File: config.mk
export PLATFORM = sky130hd
export DESIGN_NAME = mem_port_arbiter_flat
export DESIGN_NICKNAME = d
export VERILOG_FILES = /design/src/rtl/mem_port_arbiter_pkg.sv /design/src/rtl/mem_port_arbiter_if.sv /design/src/rtl/mem_port_arbiter_beat_counter.sv /design/src/rtl/mem_port_arbiter.sv /design/src/flat_wrapper.sv
export SDC_FILE = /design/constraint.sdc
export NUM_CORES = 1
export LEC_CHECK = 0
export BUFFER_PORTS_ARGS = -buffer_cell sky130_fd_sc_hd__buf_2
export CORE_AREA = 2 2 103 155
export CTS_BUF_LIST = sky130_fd_sc_hd__clkbuf_8
export DETAILED_ROUTE_END_ITERATION = 10
export DIE_AREA = 0 0 105 157
export SETUP_SLACK_MARGIN = 0.05
export SKIP_CTS_REPAIR_TIMING = 1
export SLEW_MARGIN = 20
export SYNTH_ARGS = -nofsm -noshare
export SYNTH_HDL_FRONTEND = slang
export SYNTH_SLANG_ARGS = --single-unit
File: constraint.sdc
create_clock -name clk -period 1.75 [get_ports clk]
set_input_delay 0.2625 -clock clk [delete_from_list [all_inputs] [get_ports clk]]
set_output_delay 0.2625 -clock clk [all_outputs]
set_load 0.01 [all_outputs]
File: src/rtl/mem_port_arbiter_pkg.sv
// Shared types for the backing-memory port arbiter: FSM states, grant
// encoding and the beat-index width helper.
package mem_port_arbiter_pkg;

    typedef enum logic [1:0] {
        IDLE   = 2'd0,
        I_XFER = 2'd1,
        D_XFER = 2'd2
    } arb_state_t;

    // Side that owned the most recently completed transfer.
    typedef enum logic {
        GRANT_I = 1'b0,
        GRANT_D = 1'b1
    } grant_t;

    // Width of a beat index within a line of line_words words.
    function automatic int unsigned beat_w(input int unsigned line_words);
        return $clog2(line_words);
    endfunction

endpackage

File: src/rtl/mem_port_arbiter_if.sv
// Bundle of I-side, D-side and memory-side signals around the arbiter.
// master = arbiter view, slave = requesters + memory view.
interface mem_port_arbiter_if #(
    parameter int unsigned ADDR_W = 32,
    parameter int unsigned DATA_W = 32,
    parameter int unsigned BEAT_W = 2
);
    logic              i_req;
    logic [ADDR_W-1:0] i_addr;
    logic              i_rvalid;
    logic [DATA_W-1:0] i_rdata;
    logic [BEAT_W-1:0] i_beat;
    logic              i_done;

    logic              d_req;
    logic              d_we;
    logic [ADDR_W-1:0] d_addr;
    logic [DATA_W-1:0] d_wdata;
    logic              d_rvalid;
    logic [DATA_W-1:0] d_rdata;
    logic [BEAT_W-1:0] d_beat;
    logic              d_done;

    logic              mem_req;
    logic              mem_we;
    logic [ADDR_W-1:0] mem_addr;
    logic [DATA_W-1:0] mem_wdata;
    logic              mem_ack;
    logic [DATA_W-1:0] mem_rdata;

    modport master (
        input  i_req, i_addr,
        output i_rvalid, i_rdata, i_beat, i_done,
        input  d_req, d_we, d_addr, d_wdata,
        output d_rvalid, d_rdata, d_beat, d_done,
        output mem_req, mem_we, mem_addr, mem_wdata,
        input  mem_ack, mem_rdata
    );

    modport slave (
        output i_req, i_addr,
        input  i_rvalid, i_rdata, i_beat, i_done,
        output d_req, d_we, d_addr, d_wdata,
        input  d_rvalid, d_rdata, d_beat, d_done,
        input  mem_req, mem_we, mem_addr, mem_wdata,
        output mem_ack, mem_rdata
    );

endinterface

File: src/rtl/mem_port_arbiter_beat_counter.sv
// Beat index within the current transfer: advances on each memory ack,
// returns to zero when the transfer completes or on reset.
module mem_beat_counter #(
    parameter int unsigned BEAT_W = 2
) (
    input  logic              clk,
    input  logic              rst,
    input  logic              inc,
    input  logic              clr,
    output logic [BEAT_W-1:0] beat,
    output logic              last
);

    // Beat register: clear has priority over increment.
    always_ff @(posedge clk) begin
        if (rst || clr) begin
            beat <= '0;
        end else if (inc) begin
            beat <= beat + BEAT_W'(1);
        end
    end

    // Line length is a power of two, so the final beat is all ones.
    assign last = &beat;

endmodule

File: src/rtl/mem_port_arbiter.sv
// Shares one backing-memory port between I-side line refills and D-side
// line refills / single-word writes, alternating on conflict.
module mem_port_arbiter
    import mem_port_arbiter_pkg::*;
#(
    parameter int unsigned LINE_WORDS = 4,
    parameter int unsigned ADDR_W     = 32,
    parameter int unsigned DATA_W     = 32
) (
    input logic              clk,
    input logic              rst,
    mem_port_arbiter_if.master bus
);

    localparam int unsigned BEAT_W = beat_w(LINE_WORDS);

    arb_state_t        state, state_nx;
    grant_t            last_grant;
    logic [ADDR_W-3:0] addr_q;
    logic              we_q;
    logic [DATA_W-1:0] wdata_q;
    logic [BEAT_W-1:0] beat;
    logic              beat_last;
    logic              i_own, d_own, busy, xfer_done;
    logic              grant_i, grant_d;
    logic [ADDR_W-1:0] read_addr, write_addr;
    logic              unused_addr_bits;

    assign i_own     = (state == I_XFER);
    assign d_own     = (state == D_XFER);
    assign busy      = i_own | d_own;
    assign xfer_done = busy & bus.mem_ack & (we_q | beat_last);

    // Byte-offset bits of the request addresses never reach the memory.
    assign unused_addr_bits = ^{bus.i_addr[1:0], bus.d_addr[1:0]};

    // Grant selection in IDLE and return to IDLE on the final ack.
    always_comb begin
        grant_i  = 1'b0;
        grant_d  = 1'b0;
        state_nx = state;
        case (state)
            IDLE: begin
                if (bus.d_req && (!bus.i_req || last_grant == GRANT_I)) begin
                    grant_d  = 1'b1;
                    state_nx = D_XFER;
                end else if (bus.i_req) begin
                    grant_i  = 1'b1;
                    state_nx = I_XFER;
                end
            end
            I_XFER, D_XFER: begin
                if (xfer_done) begin
                    state_nx = IDLE;
                end
            end
            default: state_nx = IDLE;
        endcase
    end

    // State register and record of which side was served last.
    always_ff @(posedge clk) begin
        if (rst) begin
            state      <= IDLE;
            last_grant <= GRANT_I;
        end else begin
            state <= state_nx;
            if (xfer_done) begin
                last_grant <= d_own ? GRANT_D : GRANT_I;
            end
        end
    end

    // Capture the granted request so later requester changes are ignored.
    always_ff @(posedge clk) begin
        if (rst) begin
            addr_q  <= '0;
            we_q    <= 1'b0;
            wdata_q <= '0;
        end else if (grant_d) begin
            addr_q  <= bus.d_addr[ADDR_W-1:2];
            we_q    <= bus.d_we;
            wdata_q <= bus.d_wdata;
        end else if (grant_i) begin
            addr_q  <= bus.i_addr[ADDR_W-1:2];
            we_q    <= 1'b0;
            wdata_q <= '0;
        end
    end

    mem_beat_counter #(
        .BEAT_W (BEAT_W)
    ) u_beat_counter (
        .clk  (clk),
        .rst  (rst),
        .inc  (busy & bus.mem_ack),
        .clr  (xfer_done),
        .beat (beat),
        .last (beat_last)
    );

    assign read_addr  = {addr_q[ADDR_W-3:BEAT_W], beat, 2'b00};
    assign write_addr = {addr_q, 2'b00};

    assign bus.mem_req   = busy;
    assign bus.mem_we    = d_own & we_q;
    assign bus.mem_addr  = busy ? (we_q ? write_addr : read_addr) : '0;
    assign bus.mem_wdata = (d_own & we_q) ? wdata_q : '0;

    // Read data is passed straight through to whichever side owns the port.
    assign bus.i_rvalid = i_own & bus.mem_ack;
    assign bus.i_rdata  = bus.i_rvalid ? bus.mem_rdata : '0;
    assign bus.i_beat   = i_own ? beat : '0;
    assign bus.i_done   = i_own & xfer_done;

    assign bus.d_rvalid = d_own & ~we_q & bus.mem_ack;
    assign bus.d_rdata  = bus.d_rvalid ? bus.mem_rdata : '0;
    assign bus.d_beat   = d_own ? beat : '0;
    assign bus.d_done   = d_own & xfer_done;

endmodule

File: src/flat_wrapper.sv
// flat-port wrapper written by rule: the top's interface ports become plain ports
module mem_port_arbiter_flat import mem_port_arbiter_pkg::*;
#(
    parameter int unsigned LINE_WORDS = 4,
    parameter int unsigned ADDR_W     = 32,
    parameter int unsigned DATA_W     = 32
)
  (clk, rst, bus_i_req, bus_i_addr, bus_i_rvalid, bus_i_rdata, bus_i_beat, bus_i_done, bus_d_req, bus_d_we, bus_d_addr, bus_d_wdata, bus_d_rvalid, bus_d_rdata, bus_d_beat, bus_d_done, bus_mem_req, bus_mem_we, bus_mem_addr, bus_mem_wdata, bus_mem_ack, bus_mem_rdata);
  mem_port_arbiter_if #(.ADDR_W(ADDR_W), .DATA_W(DATA_W), .BEAT_W((beat_w((4))))) bus_i ();
  input logic clk;
  input logic rst;
  input wire logic [$bits(bus_i.i_req)-1:0] bus_i_req;
  input wire logic [$bits(bus_i.i_addr)-1:0] bus_i_addr;
  output wire logic [$bits(bus_i.i_rvalid)-1:0] bus_i_rvalid;
  output wire logic [$bits(bus_i.i_rdata)-1:0] bus_i_rdata;
  output wire logic [$bits(bus_i.i_beat)-1:0] bus_i_beat;
  output wire logic [$bits(bus_i.i_done)-1:0] bus_i_done;
  input wire logic [$bits(bus_i.d_req)-1:0] bus_d_req;
  input wire logic [$bits(bus_i.d_we)-1:0] bus_d_we;
  input wire logic [$bits(bus_i.d_addr)-1:0] bus_d_addr;
  input wire logic [$bits(bus_i.d_wdata)-1:0] bus_d_wdata;
  output wire logic [$bits(bus_i.d_rvalid)-1:0] bus_d_rvalid;
  output wire logic [$bits(bus_i.d_rdata)-1:0] bus_d_rdata;
  output wire logic [$bits(bus_i.d_beat)-1:0] bus_d_beat;
  output wire logic [$bits(bus_i.d_done)-1:0] bus_d_done;
  output wire logic [$bits(bus_i.mem_req)-1:0] bus_mem_req;
  output wire logic [$bits(bus_i.mem_we)-1:0] bus_mem_we;
  output wire logic [$bits(bus_i.mem_addr)-1:0] bus_mem_addr;
  output wire logic [$bits(bus_i.mem_wdata)-1:0] bus_mem_wdata;
  input wire logic [$bits(bus_i.mem_ack)-1:0] bus_mem_ack;
  input wire logic [$bits(bus_i.mem_rdata)-1:0] bus_mem_rdata;
  assign bus_i.i_req = bus_i_req;
  assign bus_i.i_addr = bus_i_addr;
  assign bus_i_rvalid = bus_i.i_rvalid;
  assign bus_i_rdata = bus_i.i_rdata;
  assign bus_i_beat = bus_i.i_beat;
  assign bus_i_done = bus_i.i_done;
  assign bus_i.d_req = bus_d_req;
  assign bus_i.d_we = bus_d_we;
  assign bus_i.d_addr = bus_d_addr;
  assign bus_i.d_wdata = bus_d_wdata;
  assign bus_d_rvalid = bus_i.d_rvalid;
  assign bus_d_rdata = bus_i.d_rdata;
  assign bus_d_beat = bus_i.d_beat;
  assign bus_d_done = bus_i.d_done;
  assign bus_mem_req = bus_i.mem_req;
  assign bus_mem_we = bus_i.mem_we;
  assign bus_mem_addr = bus_i.mem_addr;
  assign bus_mem_wdata = bus_i.mem_wdata;
  assign bus_i.mem_ack = bus_mem_ack;
  assign bus_i.mem_rdata = bus_mem_rdata;
  mem_port_arbiter #(.LINE_WORDS(LINE_WORDS), .ADDR_W(ADDR_W), .DATA_W(DATA_W)) u_core (.clk(clk), .rst(rst), .bus(bus_i));
endmodule
* Word-level counts from Yosys, hierarchy flattened *
Cells that the tools add are included.
Widths: inputs -> output; s select.

cells by class
  multiplexer cells = 23
  bitwise gates (word level) = 12
  add/sub/neg operators = 1
  eq/ne operators = 4
  reductions and logical operators = 9

operator list
  cell                 count
  $mux 32              6
  $mux 30              2
  $mux 2               5
  $and 1x1->1          8
  $mux 1               8
  $mux 4               1
  $pmux 2 s2           1
  $reduce_and 2->1     2
  $ne 3x2->1 const B   1
  $add 2x1->2 const B  1
  $eq 2x1->1 const B   1
  $eq 2x2->1 const B   1
  $logic_not 2->1      1
  $logic_or 1x1->1     2
  $ne 2x2->1 const B   1
  $not 1->1            2
  $or 1x1->1           2
  $reduce_bool 2->1    1
  $reduce_or 2->1      1
  $logic_and 1x1->1    1
  $logic_not 1->1      1

word-level totals
  output and inout port bits = 138
  input port bits = 134
  flip-flop bits (word level) = 68
  logic and storage cells = 55

* Depth between registers and ports, before layout *
  depth after elaboration = 7
  depth in mapped cells = 6
  mapped depth without buffers = 5

* By module *
Synthesis repeated with hierarchy kept, for this count alone.

unflattened totals
  cells, all modules = 447
  area, all modules = 3,829.9 µm²

by module, submodules not included
  module            instances  area each (µm²)  sequential area each (µm²)  cells each
  mem_port_arbiter  1          3,738.6          1,321.3                     440
  mem_beat_counter  1          91.3             40.0                        7

* Worst setup path before layout *
OpenSTA, ideal clock, no wires.

  path type = register to output
  start point = register u_core.state[0]
  end point = output bus_mem_addr[10]
  slack = 101 ps
  data required time = 1,487 ps
  cell stages (with the launch flop) = 6
  arrival = 1,387 ps
  buffers on the path = 2
  cells stage by stage = dfxtp_1 inv_1 ha_1 clkbuf_1 clkbuf_1 and2_1

on the way
  word-level cells in the longest chain between the ends = 3
  elaborated cells between the ends (all ways) = 4
  classes of those cells = eq/ne (2); mux (1); bitwise (1)

RTL lines
  element                                          RTL line                                        text
  start: declaration                               mem_port_arbiter.sv:17                          arb_state_t state, state_nx;
  start signal: assignment                         mem_port_arbiter.sv:67                          state <= state_nx;
  $eq 2x1->1 / $eq 2x2->1 (equally long branches)  mem_port_arbiter.sv:29, mem_port_arbiter.sv:30
  $or 1x1->1 (*)                                   mem_port_arbiter.sv:31                          assign busy = i_own | d_own;
  named net bus_mem_req                            flat_wrapper.sv:26                              output wire logic [$bits(bus_i.mem_req)-1:0] bus_mem_req;
  $mux 32 (*)                                      mem_port_arbiter.sv:107                         assign bus.mem_addr = busy ? (we_q ? write_addr : read_addr) : '0;
  end: declaration                                 flat_wrapper.sv:28                              output wire logic [$bits(bus_i.mem_addr)-1:0] bus_mem_addr;

Mark *: on every way through the listed nets, which the timed path passes. The rest lies on a longest branch.

* Final worst setup path *
  start point = register u_core.state[0]
  end point = output bus_d_done

on the way
  word-level cells in the longest chain between the ends = 5
  elaborated cells between the ends (all ways) = 6
  classes of those cells = eq/ne (2); bitwise (4)

RTL lines
  element                                          RTL line                                        text
  $eq 2x1->1 / $eq 2x2->1 (equally long branches)  mem_port_arbiter.sv:29, mem_port_arbiter.sv:30
  $or 1x1->1                                       mem_port_arbiter.sv:31
  $and 1x1->1 (2 in series)                        mem_port_arbiter.sv:32                          assign xfer_done = busy & bus.mem_ack & (we_q | beat_last);
  $and 1x1->1 (*)                                  mem_port_arbiter.sv:119                         assign bus.d_done = d_own & xfer_done;
  end: declaration                                 flat_wrapper.sv:25                              output wire logic [$bits(bus_i.d_done)-1:0] bus_d_done;

Every way passes the cells marked *; elsewhere a longest branch is shown, timed or not.

==> impl_results.md <==
- Clock-pin transition on the worst setup and hold timing paths: ~80 ps
- VDD IR-drop max: 0.000695 V
- Max cap viols: 0
- Hold slack: approximately 180 ps
- CP max stage delay: roughly 340 ps
- Worst Setup End Kind: output pin
- Final Skew: ~12 ps
- Syn avg cell area: 8.36 sq um
- Met3 usage: under 10%
- Vias in the first global route: 3968
- Worst EP arrival: around 1600 ps
- Critical path's top delay family: flip-flops
- Hold path startpoint: bus_d_wdata[13]
- GR Layer Usage met2: about a quarter
- DRC viols: 0
- PortBufs: 265
- Max clock buf depth: 2
- Max Fclk: around 540 MHz
- Die area: between 0.015 and 0.02 sq mm
- CTS Buf Count: 9
- Final Setup Violations: 128
- Synth-to-layout area growth: 56.2%
- CP Class: reg -> out
- Final net count: between 800 and 900
- GRT Total Usage: 15.2%
- Clk sinks: 68
- H-Tree Depth: 3
- Crit path from: u_core.state[0]$_SDFFE_PP0P_
- Cell Pwr Density: ~1200 mW/mm^2
- Synth top cells by count: and2_1 (68), dfxtp_1 (68), nor2_1 (67)
- P_leak: approximately 3.1 nW
- Crit path buf inv count: 3
- Yosys warns: 0
- Syn Inst Count: 446
- M1 GR Usage: about a fifth
- Post-synth ARST share: 0%
- Critical path's slowest cell: dfxtp_2
- Initial antenna violation count: 0
- DRT Pass-1 Iters: 4
- Flop2flop setup slack: 190 ps
- Fin. max-slew vios: 0
- Cell Area, Synth: 0.00373 sq mm
- Global-route wire length before repair: approximately 20 mm
- Failing checks: setup timing
- R2R depth: 7
- Hold WC Path Type: in -> reg
- Main synth FF type: dfxtp_1
- Hpwl dp: a little under 10 mm
- Slack of the critical path: -117 ps
- Final Cycle Share: 107%
- Die X: about 110 um
- EDFF count, synth: 0
- Required @ worst endpoint: 1490 ps
- Largest net degree at the start of global routing: 38
- Post-synth top area cell: dfxtp_1
- Reg2reg end: u_core.state[1]$_SDFFE_PP0P_
- Post-DRT Antenna Nets: 0
- Register area share after synthesis: 36.5%
- Setup WS pre-CTS: -62.6 ps
- Share of cells above drive strength 1: about 48%
- Placed cell count: 875
- Starting Density: 24.9%
- CORE AREA: approximately 0.015 sq mm
- Avg WL per Cell: ~16 um
- Synth area leaders: dfxtp_1 (36%), and2_1 (11%), and3_1 (11%)
- GPL Wtd Cong: 0.722
- #FFs+latches synth: 68
- Crit start category: flip-flop
- CTS tree: done
- Gr ovfl total: 0
- Setup repair after global routing missed its margin: true
- Netlist cell types: 29
- Critical Path Fanout Max: 4
- Row count: 55
- Post-layout util: about two fifths
- Non-Filler Instances: about 900
- Worst Hold Path EP: u_core.wdata_q[13]$_SDFFE_PP0P_
- 1st-iter DRT viols: 264
- DRT Wirelength: 14.3 mm
- Post-route minimum period: 1870 ps
- Via Count: approximately 4300
- Status: finished with violations
- Num ports: roughly 270
- Root buf cell: clkbuf_8
- FF-to-FF Start: u_core.state[1]$_SDFFE_PP0P_
- Share of the synthesized area in the top cell type: 36.5%
- Overall Power: approximately 6.7 mW
- Hold Vio Cnt, Final: 0
- Die Y: between 150 and 200 um
- Critical Path, Cell by Cell: inv_2 -> buf_6 -> ha_4 -> o211a_1 -> and2_1 -> buf_2
- Number of diodes: 0
- Top Usage Layer GRT: met2
- Drt via density: 4.83
- Worst-Skew Late Latency: 340 ps
- Worst hold path cell count: 3
[state kept, by name (all words and copies together) (netlist names)]
name                        cells
u_core.we_q                     1
u_core.wdata_q                 32
u_core.state                    2
u_core.u_beat_counter.beat      2
u_core.last_grant               1
u_core.addr_q                  30
[metal layers]
| layer | share of wire, % | wire length, um | up-vias |
|---|---|---|---|
| met5 | 0 | 0 | - |
| met4 | 1.0 | 148 | 0 |
| met3 | 5.6 | 804 | 11 |
| met2 | 49 | 7050 | 162 |
| met1 | 44 | 6270 | 2032 |
| li1 | - | - | 2129 |
[final cells by class]
cell class	instances	area, sq um
Tap cell	199	249
Timing Repair Buffer	290	1800
Fill cell	1575	9180
Sequential cell	68	1360
Multi-Input combinational cell	320	2180
Clock buffer	10	138
Clock inverter	6	65.1
Inverter	4	22.5
[worst min-delay path: cells and delay by family]
kind / cells / cell delay (ps)
simple gates: 1 / 70
compound gates: 1 / 80
buf+inv: 1 / 70
[layout by cell type, fill, tap and decap left out, types with 2 or more instances in the layout]
cell,synthesis,routed
inv_2,0,2
a32oi_1,33,33
mux2i_1,6,6
nor2_1,67,65
buf_2,19,247
and3_1,64,64
nand3b_1,2,2
nand2b_1,2,2
ha_1,4,2
clkbuf_8,0,10
dfxtp_2,0,2
nor3_1,2,2
conb_1,1,2
clkbuf_16,0,4
and2_1,68,53
o32ai_1,30,30
ha_4,0,2
and2_4,0,15
inv_1,4,2
a211oi_1,30,30
buf_4,4,11
buf_6,2,20
buf_12,0,8
clkinvlp_4,0,3
nor2_4,0,2
dfxtp_1,68,66
[metrics by stage]
stage	setup TNS [ps]	instance area [sq um]
CTS	-26120	5500
detailed placement	-1730	5300
global route	-22000	5820
floorplan	0	3730
global placement	-248	5300
finish	-7190	5820
[power breakdown]
part / total [mW] / internal, mW / switching, mW
sequential: 2.06 / 1.89 / 0.176
combinational: 3.36 / 1.55 / 1.81
clock: 1.31 / 0.694 / 0.619
[worst max path at each step]
stage,to,slack [ps],cells after the start
CTS,bus_d_rdata[8],-470,5
floorplan,bus_mem_addr[10],100,5
finish,bus_d_done,-120,6
global placement,bus_d_rdata[8],-10,5
detailed placement,bus_d_rdata[27],-60,5
global route,bus_d_done,-220,6
[cells by family (layout without fill, tap and decap cells)]
| kind of cell | count (synthesis) | after routing | synth area share, % |
|---|---|---|---|
| fa+ha+maj | 4 | 4 | 1.34 |
| flops | 68 | 68 | 36.5 |
| simple gates | 208 | 208 | 30.4 |
| buf+inv | 59 | 310 | 7.38 |
| other cells | 1 | 2 | 0.101 |
| xor+xnor | 1 | 1 | 0.235 |
| compound gates | 99 | 99 | 22.4 |
| mux | 6 | 6 | 1.61 |
Power figures use the tool's default switching activity.
